## config.mk

```make
export PLATFORM = sky130hd
export DESIGN_NAME = req_gnt_monitor
export DESIGN_NICKNAME = d
export VERILOG_FILES = /design/src/rtl/req_gnt_monitor.sv
export SDC_FILE = /design/constraint.sdc
export NUM_CORES = 1
export LEC_CHECK = 0
export ABC_AREA = 1
export CORE_MARGIN = 1
export CORE_UTILIZATION = 33
export DETAILED_ROUTE_END_ITERATION = 16
export DONT_BUFFER_PORTS = 1
export HOLD_SLACK_MARGIN = 0.15
export SETUP_SLACK_MARGIN = 0.05
export SLEW_MARGIN = 20
export SYNTH_ARGS = -nofsm -noshare
export SYNTH_HDL_FRONTEND = slang
export SYNTH_SLANG_ARGS = --single-unit
export TNS_END_PERCENT = 30
```

## constraint.sdc

```tcl
create_clock -name clk -period 2.4 [get_ports clk]
set_input_delay 0.72 -clock clk [delete_from_list [all_inputs] [get_ports clk]]
set_output_delay 0.72 -clock clk [all_outputs]
set_load 0.02 [all_outputs]
```

## src/rtl/req_gnt_monitor.sv

```systemverilog
// Multi-channel req/gnt handshake monitor: checks that every request rise is
// answered by a grant rise within [MIN_LAT, MAX_LAT] cycles and keeps sticky flags plus counters.
module req_gnt_monitor #(
    parameter int NUM_CH  = 4,
    parameter int MIN_LAT = 1,
    parameter int MAX_LAT = 1,
    parameter int CNT_W   = 16,
    localparam int LAT_W  = $clog2(MAX_LAT + 1),
    localparam int SEL_W  = (NUM_CH > 1) ? $clog2(NUM_CH) : 1
) (
    input  logic              clk,
    input  logic              rst_n,
    input  logic [NUM_CH-1:0] req,
    input  logic [NUM_CH-1:0] gnt,
    input  logic [NUM_CH-1:0] err_clr,
    input  logic              cnt_clr,
    input  logic [SEL_W-1:0]  stat_sel,
    output logic [NUM_CH-1:0] err_late,
    output logic [NUM_CH-1:0] err_early,
    output logic [NUM_CH-1:0] err_spur,
    output logic [NUM_CH-1:0] err_drop,
    output logic              err_any,
    output logic [CNT_W-1:0]  pass_cnt,
    output logic [CNT_W-1:0]  fail_cnt
);

    typedef enum logic {IDLE, WAIT} state_e;

    localparam logic [CNT_W-1:0] CNT_MAX = '1;
    localparam logic [LAT_W-1:0] LAT_MIN = LAT_W'(MIN_LAT);
    localparam logic [LAT_W-1:0] LAT_MAX = LAT_W'(MAX_LAT);
    localparam logic [LAT_W-1:0] LAT_ONE = LAT_W'(1);

    state_e state_q [NUM_CH];
    state_e state_d [NUM_CH];

    logic [NUM_CH-1:0]            req_q, req_d, gnt_q, gnt_d;
    logic [NUM_CH-1:0]            rose_r, rose_g;
    logic [NUM_CH-1:0][LAT_W-1:0] lat_q, lat_d;
    logic [NUM_CH-1:0]            late_q, late_d, early_q, early_d;
    logic [NUM_CH-1:0]            spur_q, spur_d, drop_q, drop_d;
    logic [NUM_CH-1:0]            set_late, set_early, set_spur, set_drop, pass_ev;
    logic [NUM_CH-1:0][CNT_W-1:0] pass_q, pass_d, fail_q, fail_d;

    assign rose_r = req & ~req_q;
    assign rose_g = gnt & ~gnt_q;

    always_comb begin
        req_d     = req;
        gnt_d     = gnt;
        lat_d     = lat_q;
        pass_d    = pass_q;
        fail_d    = fail_q;
        set_late  = '0;
        set_early = '0;
        set_spur  = '0;
        set_drop  = '0;
        pass_ev   = '0;
        for (int i = 0; i < NUM_CH; i++) begin
            state_d[i] = state_q[i];
            case (state_q[i])
                IDLE: begin
                    // A simultaneous req/gnt rise is spurious yet still opens a new wait.
                    if (rose_g[i]) set_spur[i] = 1'b1;
                    if (rose_r[i]) begin
                        state_d[i] = WAIT;
                        lat_d[i]   = LAT_ONE;
                    end
                end
                WAIT: begin
                    if (rose_g[i]) begin
                        if (lat_q[i] < LAT_MIN) set_early[i] = 1'b1;
                        else                    pass_ev[i]   = 1'b1;
                        state_d[i] = IDLE;
                    end else if (!req[i]) begin
                        set_drop[i] = 1'b1;
                        state_d[i]  = IDLE;
                    end else if (lat_q[i] == LAT_MAX) begin
                        set_late[i] = 1'b1;
                        state_d[i]  = IDLE;
                    end else begin
                        lat_d[i] = lat_q[i] + 1'b1;
                    end
                end
            endcase
            // One fail increment per cycle no matter how many flags fire together.
            if (cnt_clr) begin
                pass_d[i] = '0;
                fail_d[i] = '0;
            end else begin
                if (pass_ev[i] && pass_q[i] != CNT_MAX) pass_d[i] = pass_q[i] + 1'b1;
                if ((set_late[i] | set_early[i] | set_spur[i] | set_drop[i]) &&
                    fail_q[i] != CNT_MAX)
                    fail_d[i] = fail_q[i] + 1'b1;
            end
        end
        late_d  = set_late  | (late_q  & ~err_clr);
        early_d = set_early | (early_q & ~err_clr);
        spur_d  = set_spur  | (spur_q  & ~err_clr);
        drop_d  = set_drop  | (drop_q  & ~err_clr);
    end

    always_ff @(posedge clk or negedge rst_n) begin
        if (!rst_n) begin
            req_q   <= '0;
            gnt_q   <= '0;
            lat_q   <= '0;
            late_q  <= '0;
            early_q <= '0;
            spur_q  <= '0;
            drop_q  <= '0;
            pass_q  <= '0;
            fail_q  <= '0;
            for (int i = 0; i < NUM_CH; i++) state_q[i] <= IDLE;
        end else begin
            req_q   <= req_d;
            gnt_q   <= gnt_d;
            lat_q   <= lat_d;
            late_q  <= late_d;
            early_q <= early_d;
            spur_q  <= spur_d;
            drop_q  <= drop_d;
            pass_q  <= pass_d;
            fail_q  <= fail_d;
            for (int i = 0; i < NUM_CH; i++) state_q[i] <= state_d[i];
        end
    end

    always_comb begin
        pass_cnt = '0;
        fail_cnt = '0;
        if (int'(stat_sel) < NUM_CH) begin
            pass_cnt = pass_q[stat_sel];
            fail_cnt = fail_q[stat_sel];
        end
    end

    assign err_late  = late_q;
    assign err_early = early_q;
    assign err_spur  = spur_q;
    assign err_drop  = drop_q;
    assign err_any   = |{late_q, early_q, spur_q, drop_q};

endmodule

```

==> results of run 1 <==
[layer usage]
layer  GRT usage (%)  vias to the layer above  share of wire [%]
li1                -                     4954                  -
met1            26.4                     4745                 46
met2            29.7                      252                 46
met3            2.95                       50                4.9
met4            7.63                        0                2.7
met5               0                        -                  0
[cell usage after synthesis, types with 6 or more instances]
| cell type | count |
|---|---|
| nand2_1 | 488 |
| nor2_1 | 188 |
| dfrtp_1 | 160 |
| inv_1 | 115 |
| nand3_1 | 114 |
| o21ai_0 | 91 |
| nand4_1 | 77 |
| a21oi_1 | 41 |
| xor2_1 | 30 |
| o22ai_1 | 27 |
| o21bai_1 | 22 |
| nor2_2 | 21 |
| buf_2 | 16 |
| clkbuf_1 | 16 |
| nor2_4 | 13 |
| nand2_2 | 9 |
| buf_1 | 8 |
| ha_1 | 8 |
| or2_2 | 8 |
| buf_4 | 7 |
| nand3b_1 | 7 |
| buf_6 | 6 |
[sequential cells by signal, summed over array words and instances (netlist names)]
signal / flops
fail_q: 64
pass_q: 64
err_drop: 4
err_early: 4
err_late: 4
err_spur: 4
gnt_q: 4
lat_q: 4
req_q: 4
state_q: 4
[worst max-delay path, cell delays in order, from the launching register on]
cell,delay [ns]
dfrtp_1,0.45
o21ai_0,0.38
o22ai_1,0.16
buf_4,0.18
[per-stage QoR]
step	setup slack, ns	setup TNS, ns
2_1_floorplan	-0.0528	-0.469
3_3_place_gp	0.136	0
3_5_place_dp	0.130	0
4_1_cts	0.0622	0
5_1_grt	0.0186	0
6_report	0.0824	0
[how the worst max path moves through the flow]
stage	startpoint	endpoint	slack, ns	depth (start not counted)
after CTS	pass_q[41]	pass_cnt[9]	0.06	3
after floorplan	stat_sel[0]	pass_cnt[8]	-0.05	6
final	pass_q[39]	pass_cnt[7]	0.08	3
after global routing	pass_q[29]	pass_cnt[13]	0.02	5
after detailed placement	stat_sel[1]	pass_cnt[15]	0.13	6
after global placement	stat_sel[1]	pass_cnt[15]	0.14	6
[kinds of logic (layout without fill, tap and decap cells)]
| family | after synthesis | after routing | share of synthesized area (%) |
|---|---|---|---|
| AND/OR/NAND/NOR | 931 | 931 | 39.6 |
| buffers and inverters | 171 | 195 | 7.09 |
| AO/OA/AOI/OAI | 197 | 197 | 10.7 |
| flip-flops | 160 | 160 | 38.7 |
| XOR/XNOR | 35 | 35 | 2.96 |
| adder cells (fa/ha/maj) | 8 | 8 | 0.968 |
[power groups by stage]
stage	clock network, mW	logic (mW)	registers [mW]
after floorplan	0	0.384	2.84
final	3.01	0.513	2.81
after global routing	3.17	0.562	2.81
after CTS	3.08	0.515	2.81
after global placement	0	0.507	2.86
after detailed placement	0	0.511	2.86
[cell type report]
| type | count | area (sq um) | area share [%] |
|---|---|---|---|
| multi-input combinational | 1171 | 5650 | 48.5 |
| inverter | 118 | 444 | 3.82 |
| clock inverter | 13 | 211 | 1.82 |
| sequential | 160 | 4010 | 34.4 |
| tap | 396 | 495 | 4.26 |
| timing repair buffer | 45 | 400 | 3.44 |
| clock buffer | 19 | 433 | 3.72 |
[repair_timing]
action / CTS / global route
hold endpoints to repair: 160 / 160
setup endpoints to repair: 0 / 3
gates resized for setup: 0 / 1
==> impl_metrics.tcl, run 1 <==
set metrics [dict create \
    run_status "complete, but fails checks" \
    violations "negative hold slack" \
    swShare_pct 24.9 \
    ys_warn_count 0 \
    cp-end-kind "output pin" \
    setup_viol 0 \
    rsz0062_at_grt "true" \
    wl_per_cell_microns 15.5 \
    synth_area_leaders "dfrtp_1 (39%), nand2_1 (18%), nor2_1 (6.8%)" \
    die_x_microns 179 \
    tightest_slew_ns 0.570 \
    syn-num-nets 1527 \
    fillers 3195 \
    relSlewSlack_pct 61.6 \
    yosysTopAreaCellShare_pct 38.7 \
    worstSetupPathType "reg2out" \
    postRouteWirelength_mm 29.7 \
    rows 64 \
    grt_pass1_vias 8967 \
    mostFrequentLayoutCell "nand2_1" \
    cp_max_fo 5 \
    maxCapViolations 0 \
    cts_tree "built" \
    timing.hold.ws_ns -0.0216 \
    finalCriticalPeriod_ns 2.32 \
    p_switching_mw 1.58 \
    p_per_area_nw_per_um2 545 \
    ys_seq_elements 160 \
    antenna_cells 0 \
    grt_overflow 0 \
    yosysTopAreaCell "dfrtp_1" \
    die-height_microns 179 \
    firstDrtPassIters 5 \
    design_area_sq_um 11600 \
    cts_made_buffers 17 \
    vias 10000 \
    cp-start-kind "register" \
    final_cell_mix "nand2_1 (488), nor2_1 (188), dfrtp_1 (159)" \
    synth_ff_type "dfrtp_1" \
    ios 66 \
    cp.required_ns 1.68 \
    htreeDepth 4 \
    ys_seq_area_share_pct 38.7 \
    synth_edf_count 0 \
    p_leak_nw 5.22 \
    utilization_pct 37.8 \
    dp_hpwl_mm 21.4 \
    fin_nets 1538 \
    drive_gt1_share_pct 9.31 \
    fmax_ghz 0.431 \
    rrSetupSlack_ns 0.34 \
    post-layout-total-power_mw 6.34 \
    drt.antenna.violating_nets 0 \
    syn_inst 1502 \
    cts-root-buf "clkbuf_16" \
    initial_core_util_pct 33.6 \
    cts_buffer_depth 2 \
    drt_iter0_drc 891 \
    hold_violations 6 \
    grt_util_all_layers_pct 19.1 \
    detail_route.drc_violations 0 \
    grt_max_degree 161 \
    dieArea_sq_um 32100 \
    area_growth_syn_to_layout_pct 12.5 \
    dp.cells 1890 \
    worstSkewPairLatency_ns 0.44 \
    post-route-period-util_pct 96.6 \
    clk_pin_slew_ns 0.06 \
    synth.distinct_cells 30 \
    r2r_cells 10 \
    drv_slew 0 \
    min_path_type "in2async" \
    cp.arrival_ns 1.60 \
    clkPwrFrac_pct 47.6 \
    irDropWorstVdd_mv 0.481 \
    synth_area_sq_um 10300 \
    power.internal_mw 4.76 \
    r2r_start "pass_q[49]" \
    r2r-end "pass_q[50]" \
    via_per_inst 5.20 \
    clock_sinks 160 \
    placed_cell_area_sq_um 11000 \
    postCtsSetupBuffers 0 \
    core_area_sq_um 30700 \
    async_reset_ff_share_pct 100 \
    p_comb_share_pct 8.1 \
    antenna_found_initial 0 \
    syn_avg_cell_area_sq_um 6.89 \
    grt_first_pass_wirelength_mm 48.1 \
    io_buffers 0 \
    p_seq_share_pct 44.3 \
    place_congestion 0.901 \
    stdcell_count 1922 \
    skew_ns 0.0102 \
]
Power figures use the tool's default switching activity.
==> run 2: changes to the inputs <==
--- a/config.mk
+++ b/config.mk
@@ -6,6 +6,7 @@
 export NUM_CORES = 1
 export LEC_CHECK = 0
 export ABC_AREA = 1
+export CAP_MARGIN = 20
 export CORE_MARGIN = 1
 export CORE_UTILIZATION = 33
 export DETAILED_ROUTE_END_ITERATION = 16
==> results of run 2 <==
Same layout as run 1: the final DEF is identical, and so are final timing and power.
==> run 3: changes to the inputs <==
--- a/config.mk
+++ b/config.mk
@@ -12,6 +12,7 @@
 export DETAILED_ROUTE_END_ITERATION = 16
 export DONT_BUFFER_PORTS = 1
 export HOLD_SLACK_MARGIN = 0.15
+export RECOVER_POWER = 100
 export SETUP_SLACK_MARGIN = 0.05
 export SLEW_MARGIN = 20
 export SYNTH_ARGS = -nofsm -noshare
==> run 3 against run 2 <==
Effect of this change:
- the flow still finishes with violations (negative hold slack)
- critical path depth stayed put
- combinational power fell by 5.8%
- wire length grew 0.26%
==> impl_metrics.tcl, run 3 (same netlist as run 1, synthesis figures left out) <==
set metrics [dict create \
    detail_route.drc_violations 0 \
    p_per_area_nw_per_um2 550 \
    final_cell_mix "nand2_1 (491), nor2_1 (203), dfrtp_1 (160)" \
    drt_iter0_drc 890 \
    vias 10000 \
    via_per_inst 5.21 \
    htreeDepth 4 \
    largestRegisters "fail_q (64), pass_q (64)" \
    cts-root-buf "clkbuf_16" \
    wl_per_cell_microns 15.5 \
    cp-end-kind "output pin" \
    area_growth_syn_to_layout_pct 10.8 \
    clock_sinks 160 \
    core_area_sq_um 30700 \
    rows 64 \
    initial_core_util_pct 33.6 \
    fmax_ghz 0.429 \
    cts_made_buffers 17 \
    r2r-end "pass_q[4]" \
    clk_pin_slew_ns 0.06 \
    cp.required_ns 1.68 \
    cp_max_fo 5 \
    maxCapViolations 0 \
    worstSkewPairLatency_ns 0.44 \
    cts_tree "built" \
    finalCriticalPeriod_ns 2.33 \
    grt_max_degree 161 \
    grt_first_pass_wirelength_mm 48.1 \
    mostFrequentLayoutCell "nand2_1" \
    place_congestion 0.901 \
    dieArea_sq_um 32100 \
    p_leak_nw 5.17 \
    violations "negative hold slack" \
    grt_overflow 0 \
    cp-start-kind "register" \
    fin_nets 1538 \
    drive_gt1_share_pct 7.80 \
    utilization_pct 37.3 \
    rrSetupSlack_ns 0.18 \
    run_status "complete, but fails checks" \
    post-route-period-util_pct 97.1 \
    tightest_slew_ns 0.736 \
    irDropWorstVdd_mv 0.481 \
    antenna_cells 0 \
    die_x_microns 179 \
    grt_util_all_layers_pct 19.1 \
    setup_tns_ns 0 \
    relSlewSlack_pct 50.9 \
    dp_hpwl_mm 21.4 \
    setup_viol 0 \
    drv_slew 0 \
    cp.arrival_ns 1.61 \
    timing.hold.ws_ns -0.0229 \
    antenna_found_initial 0 \
    cts_buffer_depth 2 \
    ios 66 \
    io_buffers 0 \
    grt_pass1_vias 8967 \
    min_path_type "in2async" \
    worstSetupPathType "reg2out" \
    drt.antenna.violating_nets 0 \
    postRouteWirelength_mm 29.8 \
    skew_ns 0.00931 \
    hold_violations 7 \
    rsz0062_at_grt "true" \
    firstDrtPassIters 6 \
    r2r_start "pass_q[0]" \
    r2r_cells 8 \
    die-height_microns 179 \
]
==> run 3: cell count changes in the layout (fill, tap and decap cells not counted), moves of 5 or more <==
cell and delta:
buf_4 -25, clkbuf_2 +22, nor2_1 +15, nor2_2 -7, nor2_4 -6, o21ai_0 +5, o21ai_1 -5
==> run 3: how the worst max path moves through the flow <==
stage / to / slack [ns] / from / cells after the start
finish: pass_cnt[7] / 0.07 / pass_q[39] / 3
global route: pass_q[4] / 0.01 / pass_q[0] / 8
CTS: pass_cnt[9] / 0.06 / pass_q[41] / 3
detailed placement: pass_cnt[15] / 0.13 / stat_sel[1] / 6
global placement: pass_cnt[15] / 0.14 / stat_sel[1] / 6
floorplan: pass_cnt[8] / -0.05 / stat_sel[0] / 6
==> run 3: layout make-up <==
cell class | count | area (sq um)
multi-input cells | 1171 | 5550
inverters | 118 | 444
clock buffers | 19 | 433
repair buffers | 45 | 325
fillers | 3224 | 19300
flip-flops and latches | 160 | 4000
clock inverters | 13 | 211
well taps | 396 | 495
==> run 3: power breakdown <==
group / switching (mW) / total [mW] / leakage (nW) / internal (mW)
sequential: 0.0713 / 2.81 / 2.18 / 2.74
clock: 1.16 / 3.01 / 0.300 / 1.85
combinational: 0.337 / 0.483 / 2.69 / 0.146
==> run 3: per-layer routing <==
layer	track usage, %	wire, microns
met5	0	0
met2	29.7	13700
met4	7.63	728
met1	26.4	13900
met3	2.95	1500
==> run 3: critical path: stages, from the launching register on <==
cell	delay, ns
dfrtp_1	0.45
o21ai_0	0.39
o22ai_1	0.16
clkbuf_2	0.18
==> run 3: what timing repair did <==
item | in CTS | in global routing
resized for setup | 0 | 1
setup endpoints to repair | 0 | 3
endpoints found under the hold margin | 160 | 160
setup buffers | 0 | 0
==> run 3: stage by stage <==
stage / cell area, sq um / total power, mW / setup WS, ns / cells
after global routing: 11500 / 6.52 / 0.0123 / 1922
after global placement: 11000 / 3.37 / 0.136 / 1890
after CTS: 11600 / 6.40 / 0.0622 / 1922
after floorplan: 10400 / 3.23 / -0.0528 / 1502
after detailed placement: 11000 / 3.37 / 0.130 / 1890
final: 11500 / 6.31 / 0.0692 / 1922
